===== src/rtl/ahb_pkg.sv =====
// Shared AHB-Lite encodings, bus widths, default port counts and the address decoder
// used by the shared-bus interconnect.
package ahb_pkg;

    localparam int ADDR_W  = 32;
    localparam int DATA_W  = 32;
    localparam int MAS_NUM = 4;
    localparam int SLV_NUM = 7;

    typedef enum logic [1:0] {
        HTRANS_IDLE   = 2'b00,
        HTRANS_BUSY   = 2'b01,
        HTRANS_NONSEQ = 2'b10,
        HTRANS_SEQ    = 2'b11
    } htrans_e;

    typedef enum logic {
        HRESP_OKAY  = 1'b0,
        HRESP_ERROR = 1'b1
    } hresp_e;

    typedef enum logic [1:0] {
        DS_IDLE,
        DS_ERR1,
        DS_ERR2
    } ds_state_e;

    typedef struct packed {
        logic       dflt;
        logic [3:0] idx;
    } dec_t;

    // The top address nibble picks the slave; nibbles beyond the populated range go to the default slave.
    function automatic dec_t addr_decode(input logic [ADDR_W-1:0] addr, input int slv_num);
        dec_t d;
        d.idx  = addr[ADDR_W-1 -: 4];
        d.dflt = (int'({28'd0, d.idx}) >= slv_num);
        return d;
    endfunction

    function automatic logic trans_active(input logic [1:0] t);
        return (t == HTRANS_NONSEQ) || (t == HTRANS_SEQ);
    endfunction

endpackage


===== src/rtl/ahb_arbiter.sv =====
// Round-robin address-bus arbiter: ownership moves only when the current owner is idle
// and the bus is ready; with no other requester the bus stays parked on the owner.
module ahb_arbiter
    import ahb_pkg::*;
#(
    parameter  int MasNum = MAS_NUM,
    localparam int OwnW   = (MasNum > 1) ? $clog2(MasNum) : 1
) (
    input  logic              hclk,
    input  logic              hreset_n,
    input  logic [MasNum-1:0] req,
    input  logic              bus_release,
    input  logic              hready,
    output logic [OwnW-1:0]   owner
);

    logic [OwnW-1:0] owner_q;
    logic [OwnW-1:0] owner_d;
    logic [OwnW-1:0] cand_idx;
    logic            found;
    int              cand;

    // Search starts just after the current owner so every master gets a fair turn.
    always_comb begin
        owner_d  = owner_q;
        found    = 1'b0;
        cand     = 0;
        cand_idx = '0;
        if (hready && bus_release) begin
            for (int i = 1; i < MasNum; i++) begin
                cand = int'(owner_q) + i;
                if (cand >= MasNum) begin
                    cand = cand - MasNum;
                end
                cand_idx = OwnW'(cand);
                if (!found && req[cand_idx]) begin
                    owner_d = cand_idx;
                    found   = 1'b1;
                end
            end
        end
    end

    always_ff @(posedge hclk or negedge hreset_n) begin
        if (!hreset_n) begin
            owner_q <= '0;
        end else begin
            owner_q <= owner_d;
        end
    end

    assign owner = owner_q;

endmodule


===== src/rtl/ahb_dut.sv =====
// Single shared-bus AHB-Lite interconnect: one address owner broadcasts to all slaves,
// the registered data-phase target steers read data, responses and ready back to masters.
module ahb_dut
    import ahb_pkg::*;
#(
    parameter  int MasNum = MAS_NUM,
    parameter  int SlvNum = SLV_NUM,
    localparam int OwnW   = (MasNum > 1) ? $clog2(MasNum) : 1
) (
    input  logic                          hclk,
    input  logic                          hreset_n,
    input  logic [MasNum-1:0][ADDR_W-1:0] m_haddr,
    input  logic [MasNum-1:0][1:0]        m_htrans,
    input  logic [MasNum-1:0]             m_hwrite,
    input  logic [MasNum-1:0][2:0]        m_hsize,
    input  logic [MasNum-1:0][2:0]        m_hburst,
    input  logic [MasNum-1:0][3:0]        m_hprot,
    input  logic [MasNum-1:0][DATA_W-1:0] m_hwdata,
    output logic [MasNum-1:0][DATA_W-1:0] m_hrdata,
    output logic [MasNum-1:0]             m_hready,
    output logic [MasNum-1:0]             m_hresp,
    output logic [SlvNum-1:0]             s_hsel,
    output logic [SlvNum-1:0][ADDR_W-1:0] s_haddr,
    output logic [SlvNum-1:0][1:0]        s_htrans,
    output logic [SlvNum-1:0]             s_hwrite,
    output logic [SlvNum-1:0][2:0]        s_hsize,
    output logic [SlvNum-1:0][2:0]        s_hburst,
    output logic [SlvNum-1:0][3:0]        s_hprot,
    output logic [SlvNum-1:0][DATA_W-1:0] s_hwdata,
    output logic [SlvNum-1:0]             s_hreadyin,
    input  logic [SlvNum-1:0][DATA_W-1:0] s_hrdata,
    input  logic [SlvNum-1:0]             s_hreadyout,
    input  logic [SlvNum-1:0]             s_hresp
);

    logic [OwnW-1:0]   aown;
    logic [MasNum-1:0] req_vec;
    logic [1:0]        a_trans;
    logic              a_active;
    dec_t              a_dec;

    logic              bus_hready;
    logic              ds_hready;
    logic              ds_hresp;
    logic              sel_readyout;
    logic              sel_resp;
    logic [DATA_W-1:0] sel_rdata;
    logic [DATA_W-1:0] dp_rdata;
    logic              dp_resp;

    logic              dp_valid_q, dp_valid_d;
    logic              dp_dflt_q,  dp_dflt_d;
    logic [3:0]        dp_slv_q,   dp_slv_d;
    logic [OwnW-1:0]   dp_down_q,  dp_down_d;
    ds_state_e         ds_q,       ds_d;

    assign a_trans  = m_htrans[aown];
    assign a_active = trans_active(a_trans);
    assign a_dec    = addr_decode(m_haddr[aown], SlvNum);

    always_comb begin
        req_vec = '0;
        for (int i = 0; i < MasNum; i++) begin
            req_vec[i] = (m_htrans[i] == HTRANS_NONSEQ);
        end
    end

    ahb_arbiter #(.MasNum(MasNum)) u_arbiter (
        .hclk        (hclk),
        .hreset_n    (hreset_n),
        .req         (req_vec),
        .bus_release (a_trans == HTRANS_IDLE),
        .hready      (bus_hready),
        .owner       (aown)
    );

    always_comb begin
        sel_readyout = 1'b1;
        sel_rdata    = '0;
        sel_resp     = HRESP_OKAY;
        for (int k = 0; k < SlvNum; k++) begin
            if (dp_slv_q == 4'(k)) begin
                sel_readyout = s_hreadyout[k];
                sel_rdata    = s_hrdata[k];
                sel_resp     = s_hresp[k];
            end
        end
    end

    assign ds_hready  = (ds_q != DS_ERR1);
    assign ds_hresp   = (ds_q != DS_IDLE);
    assign bus_hready = !dp_valid_q ? 1'b1 : (dp_dflt_q ? ds_hready : sel_readyout);
    assign dp_rdata   = (dp_valid_q && !dp_dflt_q) ? sel_rdata : '0;
    assign dp_resp    = dp_valid_q ? (dp_dflt_q ? ds_hresp : sel_resp) : HRESP_OKAY;

    // Write data follows the data-phase owner, which may already differ from the address owner.
    always_comb begin
        for (int k = 0; k < SlvNum; k++) begin
            s_hsel[k]     = a_active && !a_dec.dflt && (a_dec.idx == 4'(k));
            s_haddr[k]    = m_haddr[aown];
            s_htrans[k]   = a_trans;
            s_hwrite[k]   = m_hwrite[aown];
            s_hsize[k]    = m_hsize[aown];
            s_hburst[k]   = m_hburst[aown];
            s_hprot[k]    = m_hprot[aown];
            s_hwdata[k]   = dp_valid_q ? m_hwdata[dp_down_q] : m_hwdata[aown];
            s_hreadyin[k] = bus_hready;
        end
    end

    always_comb begin
        for (int i = 0; i < MasNum; i++) begin
            m_hrdata[i] = dp_rdata;
            m_hresp[i]  = (dp_valid_q && (dp_down_q == OwnW'(i))) ? dp_resp : HRESP_OKAY;
            if ((aown == OwnW'(i)) || (dp_valid_q && (dp_down_q == OwnW'(i)))) begin
                m_hready[i] = bus_hready;
            end else begin
                m_hready[i] = !trans_active(m_htrans[i]);
            end
        end
    end

    // The default slave walks its own two-cycle error even though it holds bus hready low.
    always_comb begin
        dp_valid_d = dp_valid_q;
        dp_dflt_d  = dp_dflt_q;
        dp_slv_d   = dp_slv_q;
        dp_down_d  = dp_down_q;
        ds_d       = ds_q;
        if (bus_hready) begin
            dp_valid_d = a_active;
            dp_dflt_d  = a_dec.dflt;
            dp_slv_d   = a_dec.idx;
            dp_down_d  = aown;
        end
        case (ds_q)
            DS_ERR1: ds_d = DS_ERR2;
            default: begin
                if (bus_hready) begin
                    ds_d = (a_active && a_dec.dflt) ? DS_ERR1 : DS_IDLE;
                end
            end
        endcase
    end

    always_ff @(posedge hclk or negedge hreset_n) begin
        if (!hreset_n) begin
            dp_valid_q <= 1'b0;
            dp_dflt_q  <= 1'b0;
            dp_slv_q   <= '0;
            dp_down_q  <= '0;
            ds_q       <= DS_IDLE;
        end else begin
            dp_valid_q <= dp_valid_d;
            dp_dflt_q  <= dp_dflt_d;
            dp_slv_q   <= dp_slv_d;
            dp_down_q  <= dp_down_d;
            ds_q       <= ds_d;
        end
    end

endmodule


===== config.mk =====
export PLATFORM = sky130hd
export DESIGN_NAME = ahb_dut
export DESIGN_NICKNAME = d
export VERILOG_FILES = /design/src/rtl/ahb_pkg.sv /design/src/rtl/ahb_arbiter.sv /design/src/rtl/ahb_dut.sv
export SDC_FILE = /design/constraint.sdc
export NUM_CORES = 1
export LEC_CHECK = 0
export CAP_MARGIN = 30
export CELL_PAD_IN_SITES_DETAIL_PLACEMENT = 0
export CELL_PAD_IN_SITES_GLOBAL_PLACEMENT = 2
export CORE_AREA = 5 5 482 484
export CTS_CLUSTER_SIZE = 20
export DETAILED_ROUTE_END_ITERATION = 16
export DIE_AREA = 0 0 487 489
export PLACE_DENSITY_LB_ADDON = 0.1
export SETUP_SLACK_MARGIN = 0.4
export SLEW_MARGIN = 5
export SYNTH_ARGS = -nofsm -noshare
export SYNTH_HDL_FRONTEND = slang
export SYNTH_HIERARCHICAL = 1
export SYNTH_SLANG_ARGS = --single-unit

===== constraint.sdc =====
create_clock -name hclk -period 2 [get_ports hclk]
set_input_delay 0.4 -clock hclk [delete_from_list [all_inputs] [get_ports hclk]]
set_output_delay 0.4 -clock hclk [all_outputs]
set_load 0.005 [all_outputs]

==> flow_metrics.env <==
export IMPL_utilization_pct=11.9
export IMPL_tightest_slew_ps=530
export IMPL_hpwl_microns=91900
export IMPL_pin_count=1237
export IMPL_rsz0062_at_grt="yes"
export IMPL_yosysTopAreaCellShare_pct=51.9
export IMPL_r2r_start="u_arbiter/owner[0]"
export IMPL_grt_pass1_vias=12400
export IMPL_die_width_microns=487
export IMPL_rows=175
export IMPL_start_util_pct=3.65
export IMPL_first_pass_iters=6
export IMPL_hold_path_class="input pin to asynchronous set/reset pin"
export IMPL_finalHoldViolations=0
export IMPL_htreeDepth=1
export IMPL_cts_max_path_buffers=2
export IMPL_insertion_delay_ps=250
export IMPL_portBuffers=1236
export IMPL_outcome="finished, violations left"
export IMPL_crit_end="m_hrdata[90]"
export IMPL_placed_area_sq_um=22900
export IMPL_clkTransAtPathRegs_ps=50
export IMPL_vias=12400
export IMPL_start_kind="flop"
export IMPL_drv_slew=0
export IMPL_ys_seq_area_share_pct=3.63
export IMPL_fmax_mhz=341
export IMPL_core_area_sq_um=227000
export IMPL_violations="setup timing"
export IMPL_postCtsHoldBufs=0
export IMPL_worstPathRequired_ps=1600
export IMPL_antenna_found_initial=43
export IMPL_ys_async_sr_fraction_pct=100
export IMPL_synth_seq_cells=12
export IMPL_cts_root_buffer="clkbuf_16"
export IMPL_layout_drive_gt1_share_pct=58.9
export IMPL_slew_limit_headroom_pct=64.7
export IMPL_layoutNonFillerInstCount=5258
export IMPL_skew_ps=5.07
export IMPL_syn_nets=1555
export IMPL_yosysTopAreaCell="buf_4"
export IMPL_viasPerCell=2.37
export IMPL_yosysWarnings=6
export IMPL_area_growth_synth_to_final_pct=226
export IMPL_die_h_microns=489
export IMPL_post_drt_wl_per_cell_microns=20.6
export IMPL_path_class="flop to output pin"
export IMPL_die_area_sq_um=238000
export IMPL_ir_drop_uv=705
export IMPL_period_share_pct=147
export IMPL_p_per_area_nw_per_um2=1810
export IMPL_finalCriticalPeriod_ps=2930
export IMPL_syn_avg_cell_area_sq_um=8.22
export IMPL_grt_max_degree=40
export IMPL_synth_ff_type="dfrtp_1"
export IMPL_arrival_ps=2530
export IMPL_r2r_slack_ps=-540
export IMPL_dp_cells=4850
export IMPL_synth_cell_types=51
export IMPL_ant_nets=0
export IMPL_place_gp_congestion=0.706
export IMPL_netlist_instances=1007
export IMPL_synthTopCellsByArea="buf_4 52%, mux4_2 13%, a22oi_1 5.7%, a221o_1 3.9%, a222oi_1 3.7%"
export IMPL_worst_slack_ps=-931
export IMPL_cts_num_sinks=12
export IMPL_drtIter0Drc=403
export IMPL_grt_pass1_wl_microns=129000
export IMPL_grt_total_usage_pct=8.04
export IMPL_startpoint="dp_slv_q[0]"
export IMPL_power_leakage_nw=12.2
export IMPL_grt_overflow=0
export IMPL_cts_tree="done"
export IMPL_finalSetupViolCount=699
export IMPL_ff2ff_path_depth=12
export IMPL_drv_cap=0
export IMPL_routed_wl_microns=108000
export IMPL_drc=0
export IMPL_synth_edf_count=0
export IMPL_netlist_area_sq_um=8280
export IMPL_end_kind="output pin"
export IMPL_critPathMaxFanout=7
export IMPL_rr_endpoint="dp_dflt_q"
export IMPL_cts_made_buffers=3
export IMPL_final_area_sq_um=27000
export IMPL_nNetsFinal=2782
[registers in the layout, summed over array words and instances (netlist names)]
name,count
u_arbiter/owner,2
dp_dflt_q,1
dp_valid_q,1
dp_down_q,2
ds_q,2
dp_slv_q,4
[layer usage]
layer  global-route usage, %  vias up  share of wire (%)
li1                        -     5596                  -
met5                       0        -               0.26
met3                    2.95       68                8.9
met2                    16.3      755                 56
met4                   0.412       44               0.51
met1                    8.07     5976                 35
[Yosys cell counts, types with 4 or more instances]
| cell | n |
|---|---|
| a31oi_1 | 34 |
| nor3b_1 | 4 |
| a21oi_1 | 5 |
| nand2b_1 | 9 |
| buf_4 | 572 |
| a221o_1 | 32 |
| a22o_1 | 32 |
| nand3b_1 | 4 |
| clkbuf_1 | 29 |
| mux4_2 | 46 |
| nor2_1 | 20 |
| o21ai_0 | 7 |
| a22oi_1 | 63 |
| nor2b_1 | 4 |
| nand3_1 | 5 |
| dfrtp_1 | 12 |
| nand2_1 | 12 |
| inv_1 | 7 |
| buf_2 | 21 |
| nor3_1 | 8 |
| mux2i_1 | 4 |
| a222oi_1 | 31 |
| mux2_2 | 7 |
[how the worst min path moves through the flow]
stage / start / end / slack (ps)
5_1_grt: hreset_n / dp_slv_q[1] / 510
4_1_cts: hreset_n / dp_slv_q[1] / 490
2_1_floorplan: hreset_n / dp_dflt_q / 100
3_5_place_dp: dp_slv_q[1] / dp_slv_q[1] / 540
6_report: hreset_n / dp_slv_q[1] / 480
3_3_place_gp: dp_slv_q[1] / dp_slv_q[1] / 570
[final cells by class]
| cell class | instances | area, sq um |
|---|---|---|
| diodes | 16 | 40.0 |
| clock buffers | 4 | 88.8 |
| well taps | 3009 | 3760 |
| repair buffers | 1849 | 18500 |
| fillers | 26100 | 200000 |
| inverters | 8 | 32.5 |
| flip-flops and latches | 12 | 313 |
| multi-input cells | 360 | 4280 |
[layout by cell type, fill, tap and decap left out, types with 8 or more instances in the layout]
cell	count
clkdlybuf4s50_1	552
buf_6	380
buf_4	327
clkbuf_2	261
dlymetal6s2s_1	160
buf_12	97
mux4_2	46
a22oi_1	41
a221o_1	31
a222oi_1	31
a22o_1	28
buf_2	24
buf_8	24
a22oi_2	22
a31oi_2	21
diode_2	16
nor2_1	12
buf_16	11
a31oi_4	9
clkbuf_16	8
[critical path, stage by stage (launching register included)]
cell,delay [ps]
dfrtp_2,430
buf_12,150
buf_12,130
nand2_8,80
nor3_4,60
buf_12,130
clkbuf_16,170
a222oi_1,290
buf_4,180
a31oi_4,70
buf_6,150
buf_12,120
buf_6,110
buf_6,100
buf_6,110
[kinds of logic (layout without fill, tap and decap cells)]
logic type / count (synthesis) / in the layout / share of synthesized area [%]
muxes: 60 / 60 / 14.4
DFF: 12 / 12 / 3.63
other: 0 / 16 / 0
buffers and inverters: 635 / 1861 / 55.1
xor gates and xnor gates: 2 / 2 / 0.212
AOI/OAI and AO/OA: 221 / 221 / 21.8
and+or+nand+nor: 77 / 77 / 4.88
[what timing repair did]
action | CTS | global route
gates resized for setup | 611 | 1451
gates cloned | 7 | 7
pin swaps | 49 | 69
endpoints found under the setup margin | 701 | 701
setup buffers | 68 | 306
[per-stage QoR]
step | setup TNS, ps | hold slack [ps] | total power [mW] | setup slack, ps
2_1_floorplan | -12530 | 104 | 19.4 | -58.4
3_3_place_gp | -453600 | 568 | 41.8 | -1840
3_5_place_dp | -452310 | 542 | 41.1 | -1600
4_1_cts | -587930 | 492 | 43.9 | -1040
5_1_grt | -477890 | 512 | 51.9 | -1000
6_report | -419000 | 479 | 48.8 | -931
[where the power goes]
group / switching (mW) / total (mW) / internal (mW) / leakage [nW]
clock: 0.120 / 0.424 / 0.303 / 0.0443
combinational: 19.4 / 47.8 / 28.4 / 12.0
sequential: 0.197 / 0.594 / 0.397 / 0.136
total: 19.7 / 48.8 / 29.1 / 12.2
(Power assumes the default switching activity.)
